File: config.mk
export PLATFORM = sky130hd
export DESIGN_NAME = exc_ctrl_flat
export DESIGN_NICKNAME = d
export VERILOG_FILES = /design/src/rtl/exc_ctrl_pkg.sv /design/src/rtl/exc_ctrl_if.sv /design/src/rtl/exc_prio_enc.sv /design/src/rtl/exc_ctrl.sv /design/src/flat_wrapper.sv
export SDC_FILE = /design/constraint.sdc
export NUM_CORES = 1
export LEC_CHECK = 0
export BUFFER_PORTS_ARGS = -buffer_cell sky130_fd_sc_hd__buf_2
export CORE_UTILIZATION = 40
export CTS_CLUSTER_DIAMETER = 30
export CTS_CLUSTER_SIZE = 14
export DETAILED_ROUTE_END_ITERATION = 12
export PLACE_DENSITY = 0.75
export SLEW_MARGIN = 20
export SYNTH_ARGS = -nofsm -noshare
export SYNTH_HDL_FRONTEND = slang
export SYNTH_HIERARCHICAL = 1
export SYNTH_SLANG_ARGS = --single-unit
File: constraint.sdc
create_clock -name clk -period 2.9 [get_ports clk]
set_input_delay 0.435 -clock clk [delete_from_list [all_inputs] [get_ports clk]]
set_output_delay 0.435 -clock clk [all_outputs]
set_load 0.02 [all_outputs]
File: src/rtl/exc_ctrl_pkg.sv
// rtl/exc_ctrl_pkg.sv - shared types and cause codes for the exception sequencer
//
// Holds the sequencer state enum, the cause code constants and the
// handler-vector helper used by exc_ctrl and its interface.
package exc_ctrl_pkg;

    localparam int CAUSE_W = 5;

    typedef enum logic [1:0] {
        IDLE    = 2'd0,
        DRAIN   = 2'd1,
        TAKE    = 2'd2,
        HANDLER = 2'd3
    } exc_state_e;

    localparam logic [CAUSE_W-1:0] CAUSE_SYS      = 5'd8;
    localparam logic [CAUSE_W-1:0] CAUSE_ILL      = 5'd10;
    localparam logic [CAUSE_W-1:0] CAUSE_OVF      = 5'd12;
    localparam logic [CAUSE_W-1:0] CAUSE_IRQ_BASE = 5'd16;
    localparam logic [CAUSE_W-1:0] CAUSE_DBL      = 5'd31;

    // Each cause owns an 8-byte slot above the vector base.
    function automatic logic [31:0] exc_vector(input logic [31:0] base,
                                               input logic [CAUSE_W-1:0] cause);
        return base + {24'b0, cause, 3'b000};
    endfunction

endpackage

File: src/rtl/exc_ctrl_if.sv
// rtl/exc_ctrl_if.sv - signal bundle between exc_ctrl and pipeline/irq/status register
//
// master : the sequencer side (exc_ctrl) - consumes requests, drives
//          drain_req/exception/flush/epc/cause/vector.
// slave  : the environment side (pipeline, irq pins, status register).
// Mask-register signals exist only when EXC_CTRL_IRQ_MASK_EN is defined.
interface exc_ctrl_if
    import exc_ctrl_pkg::*;
#(
    parameter int NIRQ = 4
) ();

    logic [NIRQ-1:0]    irq;
    logic               exc_ovf;
    logic               exc_ill;
    logic               exc_sys;
    logic [31:0]        pc_in;
    logic               ie;
    logic               rfe;
    logic               drain_ack;
    logic               drain_req;
    logic               exception;
    logic               flush;
    logic [31:0]        epc;
    logic [CAUSE_W-1:0] cause;
    logic [31:0]        vector;
`ifdef EXC_CTRL_IRQ_MASK_EN
    logic               mask_we;
    logic [NIRQ-1:0]    mask_wdata;
    logic [NIRQ-1:0]    irq_mask;
`endif

    modport master (
        input  irq, exc_ovf, exc_ill, exc_sys, pc_in, ie, rfe, drain_ack,
`ifdef EXC_CTRL_IRQ_MASK_EN
        input  mask_we, mask_wdata,
        output irq_mask,
`endif
        output drain_req, exception, flush, epc, cause, vector
    );

    modport slave (
        output irq, exc_ovf, exc_ill, exc_sys, pc_in, ie, rfe, drain_ack,
`ifdef EXC_CTRL_IRQ_MASK_EN
        output mask_we, mask_wdata,
        input  irq_mask,
`endif
        input  drain_req, exception, flush, epc, cause, vector
    );

endinterface

File: src/rtl/exc_prio_enc.sv
// rtl/exc_prio_enc.sv - fixed-priority encoder for exceptions and gated IRQs
//
// Ports:
//   exc_ovf_i, exc_ill_i, exc_sys_i : synchronous exception requests
//   irq_i[NIRQ]                     : already-gated interrupt requests
//   valid_o                         : some request is present
//   sync_o                          : the winner is a synchronous exception
//   cause_o[CAUSE_W]                : cause code of the winner
// Priority: ovf > ill > sys > irq[0] > ... > irq[NIRQ-1].
module exc_prio_enc
    import exc_ctrl_pkg::*;
#(
    parameter int NIRQ = 4
) (
    input  logic               exc_ovf_i,
    input  logic               exc_ill_i,
    input  logic               exc_sys_i,
    input  logic [NIRQ-1:0]    irq_i,
    output logic               valid_o,
    output logic               sync_o,
    output logic [CAUSE_W-1:0] cause_o
);

    always_comb begin
        valid_o = 1'b0;
        sync_o  = 1'b0;
        cause_o = '0;
        if (exc_ovf_i) begin
            valid_o = 1'b1;
            sync_o  = 1'b1;
            cause_o = CAUSE_OVF;
        end else if (exc_ill_i) begin
            valid_o = 1'b1;
            sync_o  = 1'b1;
            cause_o = CAUSE_ILL;
        end else if (exc_sys_i) begin
            valid_o = 1'b1;
            sync_o  = 1'b1;
            cause_o = CAUSE_SYS;
        end else begin
            // Scan downward so the lowest-numbered active line is the last write.
            for (int i = NIRQ - 1; i >= 0; i--) begin
                if (irq_i[i]) begin
                    valid_o = 1'b1;
                    cause_o = CAUSE_IRQ_BASE + CAUSE_W'(i);
                end
            end
        end
    end

endmodule

File: src/rtl/exc_ctrl.sv
// rtl/exc_ctrl.sv - exception/interrupt entry sequencer in front of the status register
//
// Arbitrates synchronous exceptions and IRQs, drains the pipeline for IRQs,
// issues a one-cycle exception/flush pulse, captures epc/cause and supplies
// the handler vector; tracks rfe back to IDLE.
// Ports:
//   clk       : clock, rising edge
//   rst       : asynchronous active-low reset
//   bus       : exc_ctrl_if.master (irq, exc_*, pc_in, ie, rfe, drain_ack in;
//               drain_req, exception, flush, epc, cause, vector out)
// Optional: EXC_CTRL_IRQ_MASK_EN adds a per-line IRQ mask register
//           (mask_we/mask_wdata in, irq_mask out), reset to all ones.
module exc_ctrl
    import exc_ctrl_pkg::*;
#(
    parameter int          NIRQ     = 4,
    parameter logic [31:0] VEC_BASE = 32'h0000_0080
) (
    input  logic       clk,
    input  logic       rst,
    exc_ctrl_if.master bus
);

    exc_state_e         state_q, state_d;
    logic [CAUSE_W-1:0] cause_q, cause_d;
    logic [31:0]        epc_q, epc_d;

    logic [NIRQ-1:0]    irq_eff;
    logic [NIRQ-1:0]    irq_gated;
    logic               enc_valid;
    logic               enc_sync;
    logic [CAUSE_W-1:0] enc_cause;

`ifdef EXC_CTRL_IRQ_MASK_EN
    logic [NIRQ-1:0] mask_q;

    // Arbitration sees the registered mask, so a write lands one cycle later.
    always_ff @(posedge clk or negedge rst) begin
        if (!rst) begin
            mask_q <= '1;
        end else if (bus.mask_we) begin
            mask_q <= bus.mask_wdata;
        end
    end

    assign irq_eff      = bus.irq & mask_q;
    assign bus.irq_mask = mask_q;
`else
    assign irq_eff = bus.irq;
`endif

    // IRQs only compete from IDLE with interrupts enabled; elsewhere only
    // synchronous exceptions can win the encoder.
    assign irq_gated = (bus.ie && (state_q == IDLE)) ? irq_eff : '0;

    exc_prio_enc #(
        .NIRQ (NIRQ)
    ) u_prio_enc (
        .exc_ovf_i (bus.exc_ovf),
        .exc_ill_i (bus.exc_ill),
        .exc_sys_i (bus.exc_sys),
        .irq_i     (irq_gated),
        .valid_o   (enc_valid),
        .sync_o    (enc_sync),
        .cause_o   (enc_cause)
    );

    always_ff @(posedge clk or negedge rst) begin
        if (!rst) begin
            state_q <= IDLE;
            cause_q <= '0;
            epc_q   <= '0;
        end else begin
            state_q <= state_d;
            cause_q <= cause_d;
            epc_q   <= epc_d;
        end
    end

    always_comb begin
        state_d = state_q;
        cause_d = cause_q;
        epc_d   = epc_q;
        case (state_q)
            IDLE: begin
                // rfe here is stray and ignored.
                if (enc_valid && enc_sync) begin
                    cause_d = enc_cause;
                    epc_d   = bus.pc_in;
                    state_d = TAKE;
                end else if (enc_valid) begin
                    cause_d = enc_cause;
                    state_d = DRAIN;
                end
            end
            DRAIN: begin
                // Committed: irq/ie dropping does not cancel, only a sync
                // exception can replace the pending cause.
                if (enc_sync) begin
                    cause_d = enc_cause;
                    epc_d   = bus.pc_in;
                    state_d = TAKE;
                end else if (bus.drain_ack) begin
                    epc_d   = bus.pc_in;
                    state_d = TAKE;
                end
            end
            TAKE: begin
                state_d = HANDLER;
            end
            HANDLER: begin
                // A fault inside the handler beats a coincident rfe, mirroring
                // the status register's own priority.
                if (enc_sync) begin
                    cause_d = CAUSE_DBL;
                    state_d = TAKE;
                end else if (bus.rfe) begin
                    state_d = IDLE;
                end
            end
            default: begin
                state_d = IDLE;
            end
        endcase
    end

    assign bus.drain_req = (state_q == DRAIN);
    assign bus.exception = (state_q == TAKE);
    assign bus.flush     = (state_q == TAKE);
    assign bus.epc       = epc_q;
    assign bus.cause     = cause_q;
    assign bus.vector    = exc_vector(VEC_BASE, cause_q);

endmodule

File: src/flat_wrapper.sv
// flat-port wrapper written by rule: the top's interface ports become plain ports
module exc_ctrl_flat import exc_ctrl_pkg::*;
#(
    parameter int          NIRQ     = 4,
    parameter logic [31:0] VEC_BASE = 32'h0000_0080
)
  (clk, rst, bus_irq, bus_exc_ovf, bus_exc_ill, bus_exc_sys, bus_pc_in, bus_ie, bus_rfe, bus_drain_ack, bus_drain_req, bus_exception, bus_flush, bus_epc, bus_cause, bus_vector);
  exc_ctrl_if #(.NIRQ(NIRQ)) bus_i ();
  input  logic clk;
  input  logic rst;
  input wire logic [$bits(bus_i.irq)-1:0] bus_irq;
  input wire logic [$bits(bus_i.exc_ovf)-1:0] bus_exc_ovf;
  input wire logic [$bits(bus_i.exc_ill)-1:0] bus_exc_ill;
  input wire logic [$bits(bus_i.exc_sys)-1:0] bus_exc_sys;
  input wire logic [$bits(bus_i.pc_in)-1:0] bus_pc_in;
  input wire logic [$bits(bus_i.ie)-1:0] bus_ie;
  input wire logic [$bits(bus_i.rfe)-1:0] bus_rfe;
  input wire logic [$bits(bus_i.drain_ack)-1:0] bus_drain_ack;
  output wire logic [$bits(bus_i.drain_req)-1:0] bus_drain_req;
  output wire logic [$bits(bus_i.exception)-1:0] bus_exception;
  output wire logic [$bits(bus_i.flush)-1:0] bus_flush;
  output wire logic [$bits(bus_i.epc)-1:0] bus_epc;
  output wire logic [$bits(bus_i.cause)-1:0] bus_cause;
  output wire logic [$bits(bus_i.vector)-1:0] bus_vector;
  assign bus_i.irq = bus_irq;
  assign bus_i.exc_ovf = bus_exc_ovf;
  assign bus_i.exc_ill = bus_exc_ill;
  assign bus_i.exc_sys = bus_exc_sys;
  assign bus_i.pc_in = bus_pc_in;
  assign bus_i.ie = bus_ie;
  assign bus_i.rfe = bus_rfe;
  assign bus_i.drain_ack = bus_drain_ack;
  assign bus_drain_req = bus_i.drain_req;
  assign bus_exception = bus_i.exception;
  assign bus_flush = bus_i.flush;
  assign bus_epc = bus_i.epc;
  assign bus_cause = bus_i.cause;
  assign bus_vector = bus_i.vector;
  exc_ctrl #(.NIRQ(NIRQ), .VEC_BASE(VEC_BASE)) u_core (.clk(clk), .rst(rst), .bus(bus_i));
endmodule
==> impl_metrics.json, run 1 <==
{
  "yosysUniqueCellTypes": 26,
  "area_growth_pct": 22.8,
  "drc": 20,
  "cp_data_required_time_ps": 3070,
  "grt_pass1_vias": 1220,
  "start_util_pct": 42.4,
  "ys_seq_area_share_pct": 51.8,
  "crit_type": "flip-flop to flip-flop",
  "min_path_type": "input pin to async pin",
  "max_freq_ghz": 0.385,
  "cp-start-kind": "flip-flop",
  "outcome": "complete, but fails checks",
  "tightest_slew_ps": 1010,
  "core-area_um2": 4440,
  "vias": 1318,
  "grtUsageTotal_pct": 13.4,
  "synth_top_cells_by_count": "dfrtp_1 (39), buf_4 (34), mux2_2 (32), o22a_1 (5), and3_1 (4)",
  "yosys.cell_count.top_type": "dfrtp_1",
  "nNetsFinal": 275,
  "cp_max_fo": 33,
  "cpMaxStageDelayCell": "a21oi_4",
  "diodes": 0,
  "drtAntennaViolNets": 0,
  "yosysTopAreaCell": "dfrtp_1",
  "hold_viol": 0,
  "vias_per_cell": 4.64,
  "crit_chain": "nor2_1 -> and3_1 -> or2_2 -> or4_1 -> nand2_1 -> a21oi_4 -> mux2_2",
  "synth_area_leaders": "dfrtp_1 (52%), mux2_2 (19%), buf_4 (14%)",
  "wl_met2_um": 1480,
  "netlist_area_um2": 1880,
  "hold_buffers": 0,
  "maxSlewHeadroom_pct": 32.8,
  "cellPowerDensity_nw_per_um2": 1170,
  "dp_hpwl_um": 2330,
  "highest_layer": "met4",
  "cts_sinks": 39,
  "violations": "DRC",
  "grt.overflow.total": 0,
  "end_kind": "flip-flop",
  "fp-row-count": 24,
  "grt_max_degree": 40,
  "final.period_utilization_pct": 89.5,
  "port_buffers": 89,
  "synth_cells": 148,
  "synth-edff-count": 0,
  "ios": 116,
  "final.setup.tns_ps": 0,
  "synth_flop_cell": "dfrtp_1",
  "synth.avg_cell_area_um2": 12.7,
  "cts_resized": 0,
  "cts_buffers": 5,
  "gp_congestion": 0.723,
  "die_width_um": 70.6,
  "grt_pass1_wl_um": 5210,
  "fp.dieH_um": 70.6,
  "synth.ff_latch_count": 39,
  "die_area_um2": 4990,
  "clockBufferDepth": 2,
  "wl_met3_um": 308,
  "worstPathArrival_ps": 2760,
  "power_leakage_nw": 1.16,
  "wl_met1_um": 1300,
  "post_route_cells_drive_above_1_share_pct": 57.3,
  "maxSlewViolCount": 0,
  "period_needed_ps": 2600,
  "cts_setup_buffers": 0,
  "ys_warn_count": 6,
  "cts-htree-levels": 2,
  "crit_path_max_incr_delay_ps": 800,
  "async_reset_ff_share_pct": 100,
  "total_power_mw": 2.71,
  "cts_root_buf": "clkbuf_8",
  "antenna_found_initial": 0,
  "wl_per_cell_um": 11.1,
  "fillers": 400,
  "cts.reportedPaths.clkPinSlew_ps": 70,
  "cts_tree": "built",
  "finalSetupViolations": 0,
  "whs_ps": 250,
  "drt_iter0_markers": 49,
  "peakVddDrop_uv": 550,
  "synth_top_area_share_pct": 51.8,
  "drv_cap": 0,
  "routed_wl_um": 3140,
  "clk_latency_ps": 280,
  "skew_ps": 6.63,
  "grt_setup_unrepaired": "false",
  "dr.pass1.iters": 8
}
-- metal layers --
| metal | global-route usage (%) | vias to the layer above |
|---|---|---|
| met2 | 21.6 | 75 |
| li1 | - | 615 |
| met4 | 5.11 | 0 |
| met3 | 5.56 | 8 |
| met5 | 0 | - |
| met1 | 16.1 | 620 |
-- critical path: cells and delay by family, from the launching register on --
kind / cells / cell delay (ps)
AOI/OAI and AO/OA: 1 / 800
DFF: 1 / 480
muxes: 1 / 410
and+or+nand+nor: 5 / 770
-- state kept, by name (all words and copies together) (netlist names) --
register / flops
u_core/bus.epc: 32
u_core/bus.cause: 5
u_core/state_q: 2
-- report_power, final --
part           switching [mW]  leakage, nW  total [mW]  internal [mW]
Sequential              0.151        0.446       0.966          0.815
Clock                   0.180       0.0612       0.458          0.278
Combinational           0.738        0.654        1.29          0.549
-- placed cells by master (no fill, tap or decap) --
| cell type | count |
|---|---|
| buf_2 | 89 |
| dfrtp_1 | 39 |
| mux2_2 | 32 |
| conb_1 | 26 |
| clkbuf_8 | 6 |
| o22a_1 | 5 |
| and3_1 | 4 |
| nor2_1 | 3 |
| inv_1 | 3 |
| nand2_1 | 3 |
| nand2b_1 | 3 |
| nor2b_1 | 2 |
| a21o_1 | 2 |
| o21ai_0 | 2 |
| bufinv_16 | 1 |
| clkinv_2 | 1 |
| o21ai_2 | 1 |
| a21oi_4 | 1 |
| o21ai_1 | 1 |
| a21boi_0 | 1 |
| nand3b_1 | 1 |
| or2_2 | 1 |
| o41ai_1 | 1 |
| or3_4 | 1 |
| a211oi_1 | 1 |
| a21oi_1 | 1 |
| or4_1 | 1 |
-- metrics by stage --
stage          cells  worst slack (ps)  util, %  instance area, um^2
5_1_grt          284               101     52.0                 2310
6_report         284               305     52.0                 2310
4_1_cts          284               267     52.0                 2310
3_5_place_dp     276               265     49.4                 2190
2_1_floorplan    173               496        -                 1980
3_3_place_gp     276               336     49.4                 2190
-- cell type report --
type	instances	area (um^2)	share of cell area, %
multi-input combinational	93	697	30.1
clock inverter	2	35.0	1.52
inverter	3	11.3	0.487
clock buffer	6	82.6	3.57
sequential	39	976	42.2
tap	52	65.1	2.81
timing repair buffer	89	445	19.3
-- kinds of logic after synthesis --
group / share of synthesized area [%]
multiplexers: 19.1
flip-flops: 51.8
AND/OR/NAND/NOR: 5.91
buffers and inverters: 16.1
other: 0.199
AO/OA/AOI/OAI: 6.78
-- worst paths after layout --
path | startpoint | end | slack [ps] | cells after the start
worst min register to register | u_core/bus.epc[16] | u_core/bus.epc[16] | 500 | 1
worst max-delay path | u_core/state_q[1] | u_core/bus.epc[20] | 300 | 7
min in group clk | bus_pc_in[8] | u_core/bus.epc[8] | 380 | 2
worst max register to register | u_core/state_q[1] | u_core/bus.epc[20] | 300 | 7
max in group asynchronous | rst | u_core/bus.cause[4] | 2110 | 1
worst min-delay path | rst | u_core/bus.epc[3] | 250 | 1
Note: power is estimated with default switching activity, not from simulation.
==> run 2: changes to the inputs <==
- ABC_AREA: unset -> 1
- PLACE_DENSITY: 0.75 -> 0.74
- SYNTH_HIERARCHICAL: 1 -> unset
==> run 2 against run 1 <==
Effect of this change: the run now ends clean; highest routed layer unchanged; clock power down 24%; worst setup slack better by 810 ps; total power down 7.8%; sequential share of layout area down 1.5 points; critical endpoint is now u_core.bus.epc[1]; clock-buffer cell count unchanged; final cell count up 40%.
==> impl_metrics.json, run 2 <==
{
  "cts_root_buf": "clkbuf_8",
  "synth_top_family_by_area": "simple AND/OR/NAND/NOR gates",
  "largest_reg_flops": 32,
  "cts_sinks": 39,
  "synth.ff_latch_count": 39,
  "tightest_slew_ps": 856,
  "async_reset_ff_share_pct": 100,
  "min_path_type": "input pin to async pin",
  "seqCellArea_um2": 976,
  "yosys.cell_count.top_type": "nand2_1",
  "vias": 1645,
  "drt_iter0_markers": 56,
  "period_needed_ps": 1790,
  "switching_share_pct": 45.4,
  "p_int_mw": 1.37,
  "worstPathArrival_ps": 2010,
  "vias_per_cell": 4.14,
  "clk_latency_ps": 280,
  "hold_buffers": 0,
  "synth-edff-count": 0,
  "yosys.area_share.simple_pct": 31.6,
  "pwr-share-comb_pct": 47.7,
  "muxShareOfSynthArea_pct": 0,
  "cp-start-kind": "flip-flop",
  "cts_setup_buffers": 0,
  "start_util_pct": 41.9,
  "skew_ps": 6.04,
  "fp.dieH_um": 72.5,
  "final_common_cell": "nand2_1",
  "die_area_um2": 5260,
  "clockBufferDepth": 2,
  "port_buffers": 89,
  "grt_pass1_wl_um": 6110,
  "post_route_cells_drive_above_1_share_pct": 32.7,
  "switching_power_mw": 1.13,
  "ys_seq_area_share_pct": 49.0,
  "cellPowerDensity_nw_per_um2": 1040,
  "cts_tree": "built",
  "outcome": "finished clean",
  "ios": 116,
  "area_growth_pct": 20.5,
  "dp_hpwl_um": 2920,
  "instances_no_fill": 397,
  "dp_cells": 389,
  "fillers": 506,
  "synth.avg_cell_area_um2": 8.13,
  "synth_area_leaders": "dfrtp_1 (49%), nand2_1 (24%), buf_4 (12%)",
  "cts_resized": 0,
  "clkPwrFrac_pct": 13.9,
  "routed_wl_um": 3940,
  "grt_setup_unrepaired": "false",
  "drtAntennaViolNets": 0,
  "ys_warn_count": 0,
  "diodes": 0,
  "grt_max_degree": 40,
  "synth_top_cells_by_count": "nand2_1 (127), dfrtp_1 (39), buf_4 (32), inv_1 (11), nor2_1 (10)",
  "synth_cells": 245,
  "grtUsageTotal_pct": 15.0,
  "drv_cap": 0,
  "cts.reportedPaths.clkPinSlew_ps": 80,
  "nNetsFinal": 373,
  "hold_viol": 0,
  "cts_buffers": 5,
  "antenna_found_initial": 0,
  "yosysTopAreaCell": "dfrtp_1",
  "core-area_um2": 4750,
  "grt.overflow.total": 0,
  "power_frac_seq_pct": 38.4,
  "wl_per_cell_um": 9.91,
  "drc": 0,
  "synth_flop_cell": "dfrtp_1",
  "synthAdderAreaFrac_pct": 0,
  "synth_compound_area_share_pct": 1.13,
  "crit_type": "flip-flop to flip-flop",
  "mostFrequentLayoutCells": "nand2_1 (127), buf_2 (89), dfrtp_1 (39)",
  "power_leakage_nw": 1.47,
  "final.setup.tns_ps": 0,
  "grt_pass1_vias": 1402,
  "synth_top_area_share_pct": 49.0,
  "maxSlewHeadroom_pct": 43.0,
  "end_kind": "flip-flop",
  "yosysUniqueCellTypes": 20,
  "total_power_mw": 2.50,
  "gp_congestion": 0.846,
  "fp-row-count": 25,
  "synthXorXnorAreaFrac_pct": 0,
  "netlist_area_um2": 1990,
  "cts-htree-levels": 2,
  "die_width_um": 72.5,
  "maxSlewViolCount": 0,
  "cp_max_fo": 17,
  "dr.pass1.iters": 4,
  "final.period_utilization_pct": 61.7,
  "cp_data_required_time_ps": 3120,
  "multi_input_area_um2": 748,
  "finalSetupViolations": 0,
  "max_freq_ghz": 0.559,
  "peakVddDrop_uv": 336
}
run 2: cell types whose count changed in the layout (fill, tap and decap cells not counted), moves of 2 or more:
cell	change
nand2b_1	-3
nor2b_1	-2
and3_1	-4
nand3_1	+3
inv_1	+8
inv_2	+3
a21o_1	-2
nor2_1	+7
mux2_2	-32
o22a_1	-5
nand2_1	+124
nor3_4	+2
run 2: final cells by class:
type	instances	area share, %
Multi-Input combinational cell	179	31.2
Timing Repair Buffer	90	18.9
Inverter	14	2.19
Tap cell	67	3.50
Clock inverter	2	0.522
Sequential cell	39	40.7
Clock buffer	6	3.03
run 2: stage by stage:
stage	utilization (%)	instance area, um^2	hold slack (ps)	setup slack (ps)
floorplan	-	2080	139	1370
global placement	48.7	2310	457	983
detailed placement	48.7	2310	460	920
CTS	50.4	2400	280	1060
global route	50.4	2400	334	942
finish	50.4	2400	258	1110
run 2: worst paths after layout:
path / from / slack, ps / depth (start not counted) / endpoint
setup / recovery: u_core.state_q[1] / 1110 / 7 / u_core.bus.epc[1]
hold / removal: rst / 260 / 1 / u_core.bus.cause[0]
setup reg to reg: u_core.state_q[1] / 1110 / 7 / u_core.bus.epc[1]
hold reg to reg: u_core.bus.epc[19] / 480 / 2 / u_core.bus.epc[19]
max in group asynchronous: rst / 2100 / 1 / u_core.bus.epc[17]
min in group clk: bus_pc_in[9] / 340 / 3 / u_core.bus.epc[9]
run 2: cells by family (layout without fill, tap and decap cells):
| kind of cell | count (synthesis) | in the layout |
|---|---|---|
| AND/OR/NAND/NOR | 149 | 149 |
| AO/OA/AOI/OAI | 4 | 4 |
| flip-flops | 39 | 39 |
| buffers and inverters | 52 | 112 |
| other | 1 | 26 |
run 2: worst max-delay path, cell delays in order, from the launching register on:
cell and delay [ps]:
dfrtp_1 450, inv_2 120, nand2_4 110, nor2_4 60, nor3_4 520, buf_4 320, nand2_1 90, nand2_1 70
run 2: routing by layer:
metal / vias to the layer above / global-route usage [%] / share of wire, %
li1: 843 / - / -
met1: 726 / 18.9 / 46
met2: 71 / 24.6 / 47
met3: 5 / 3.19 / 5.7
met4: 0 / 7.19 / 1.4
met5: - / 0 / 0
run 2: power groups by stage:
stage | Sequential [mW] | Clock [mW] | Combinational, mW
after floorplan | 1.29 | 0 | 0.549
after global placement | 0.962 | 0 | 1.18
after detailed placement | 0.970 | 0 | 1.20
after CTS | 0.964 | 0.363 | 1.21
after global routing | 0.992 | 0.381 | 1.31
final | 0.960 | 0.346 | 1.19
==> run 3: changes to the inputs <==
- CORE_UTILIZATION: 40 -> 39
- PLACE_DENSITY: 0.74 -> 0.76
- clock period: 2.9 -> 1.6 ns (I/O delays scaled with it)
==> run 3 against run 2 <==
Effect of this change: largest cell class unchanged; clock power increased by 81%; worst hold slack got worse by 110 ps; final cell count increased by 4.8%; critical path depth decreased by 3; sequential share of layout area decreased by 3.1 points; core utilization increased by 3.5 points; highest routed layer unchanged; critical endpoint is now bus_flush; register-to-register slack got worse by 990 ps; sequential power increased by 81%; first-iteration DRC count increased by 8.9%; largest power group unchanged.
==> impl_metrics.json, run 3 (synthesis results as in run 2) <==
{
  "end_kind": "output pin",
  "crit_type": "flip-flop to output pin",
  "wl_met2_um": 2360,
  "clkPwrFrac_pct": 13.5,
  "wl_met3_um": 244,
  "cts_tree": "built",
  "finalSetupViolations": 0,
  "start_util_pct": 41.3,
  "drt_iter0_markers": 61,
  "cts_buffers": 5,
  "place_ws_ps": -298,
  "post_route_cells_drive_above_1_share_pct": 36.1,
  "fp.dieH_um": 73.4,
  "dp_hpwl_um": 3090,
  "grt_setup_unrepaired": "false",
  "wl_per_cell_um": 11.4,
  "largest_reg_flops": 32,
  "grt_max_degree": 18,
  "grt_pass1_wl_um": 7090,
  "max_freq_ghz": 0.670,
  "clockBufferDepth": 2,
  "die_area_um2": 5390,
  "drc": 0,
  "grtUsageTotal_pct": 17.5,
  "core-area_um2": 4820,
  "dr.pass1.iters": 4,
  "mostFrequentLayoutCells": "nand2_1 (126), buf_2 (89), dfrtp_1 (39)",
  "cp-start-kind": "flip-flop",
  "fin_util_pct": 53.9,
  "fillers": 473,
  "cp_data_required_time_ps": 1360,
  "diodes": 0,
  "peakVddDrop_uv": 619,
  "place_area_um2": 2390,
  "stdcell_area_um2": 2600,
  "die_width_um": 73.4,
  "p_int_mw": 2.54,
  "grt.overflow.total": 0,
  "area_growth_pct": 30.5,
  "multi_input_area_um2": 812,
  "drtAntennaViolNets": 0,
  "vias_per_cell": 4.28,
  "cellPowerDensity_nw_per_um2": 1780,
  "fp-row-count": 25,
  "pwr-share-comb_pct": 48.9,
  "cts_sinks": 39,
  "nNetsFinal": 392,
  "final.period_utilization_pct": 93.3,
  "clk_latency_ps": 280,
  "power_frac_seq_pct": 37.6,
  "worstPathArrival_ps": 1250,
  "antenna_found_initial": 0,
  "gp_congestion": 0.843,
  "total_power_mw": 4.63,
  "switching_share_pct": 45.1,
  "maxSlewViolCount": 0,
  "cts-htree-levels": 2,
  "routed_wl_um": 4730,
  "cp_max_fo": 5,
  "skew_ps": 2.98,
  "highest_layer": "met4",
  "period_needed_ps": 1490,
  "grt_pass1_vias": 1564,
  "setup_ws_ps": 108,
  "ios": 116,
  "outcome": "finished clean",
  "switching_power_mw": 2.09,
  "port_buffers": 89,
  "min_path_type": "input pin to flip-flop",
  "power_leakage_nw": 1.56,
  "seqCellArea_um2": 976,
  "cts_root_buf": "clkbuf_8",
  "drv_cap": 0,
  "wl_met1_um": 2090,
  "final_common_cell": "nand2_1",
  "vias": 1782,
  "cts.reportedPaths.clkPinSlew_ps": 70,
  "hold_viol": 0
}
[run 3: cell types whose count changed in the layout (fill, tap and decap cells not counted)]
cell / delta
buf_4: +12
buf_12: +2
nand3_4: +2
clkbuf_1: +1
clkinvlp_4: -1
dlygate4sd3_1: +1
nand2_1: -1
nand2_2: +1
nand3_2: +1
nor3_4: +1
[run 3: per-stage QoR]
| step | std cells | setup TNS [ps] | hold WS (ps) |
|---|---|---|---|
| after floorplan | 270 | 0 | -55.6 |
| after global placement | 399 | -5900 | 102 |
| final | 416 | 0 | 149 |
| after global routing | 416 | 0 | 144 |
| after detailed placement | 399 | -8240 | 108 |
| after CTS | 411 | 0 | 138 |
[run 3: power groups by stage]
stage / Sequential, mW / Combinational, mW / Clock (mW)
final: 1.74 / 2.26 / 0.626
after global routing: 1.80 / 2.48 / 0.688
after CTS: 1.75 / 2.26 / 0.653
after detailed placement: 1.76 / 2.22 / 0
after global placement: 1.75 / 2.18 / 0
after floorplan: 2.33 / 0.995 / 0
[run 3: cell type report]
| class | count | area share (%) |
|---|---|---|
| flip-flops and latches | 39 | 37.6 |
| clock buffers | 7 | 2.94 |
| inverters | 14 | 2.02 |
| multi-input cells | 183 | 31.2 |
| well taps | 67 | 3.23 |
| clock inverters | 1 | 0.193 |
| repair buffers | 105 | 22.8 |
[run 3: worst max-delay path, cell delays in order, from the launching register on]
cell	delay, ps
dfrtp_1	360
inv_2	70
buf_4	180
nor2_1	170
buf_2	200
[run 3: timing repair]
action | in CTS | in global routing
cloned | 2 | 2
endpoints found under the hold margin | 7 | 0
endpoints found under the setup margin | 32 | 34
pin swaps | 2 | 6
gates resized for setup | 3 | 1
hold buffers | 1 | 0
buffers inserted | 1 | 3
[run 3: metal layers]
| layer | global-route usage (%) | up-vias |
|---|---|---|
| met5 | 0 | - |
| met4 | 7.91 | 0 |
| met2 | 29.9 | 75 |
| met3 | 2.33 | 2 |
| li1 | - | 890 |
| met1 | 22.0 | 815 |
[run 3: path summary, 6_finish.rpt]
path | start | endpoint | cells past startpoint | slack, ps
worst max-delay path | u_core.state_q[1] | bus_flush | 4 | 110
worst min-delay path | bus_pc_in[19] | u_core.bus.epc[19] | 3 | 150
worst max register to register | u_core.state_q[1] | u_core.bus.epc[9] | 8 | 120
worst min register to register | u_core.bus.epc[25] | u_core.bus.epc[25] | 2 | 480
max in group asynchronous | rst | u_core.bus.epc[27] | 3 | 760
min in group asynchronous | rst | u_core.bus.epc[21] | 2 | 350
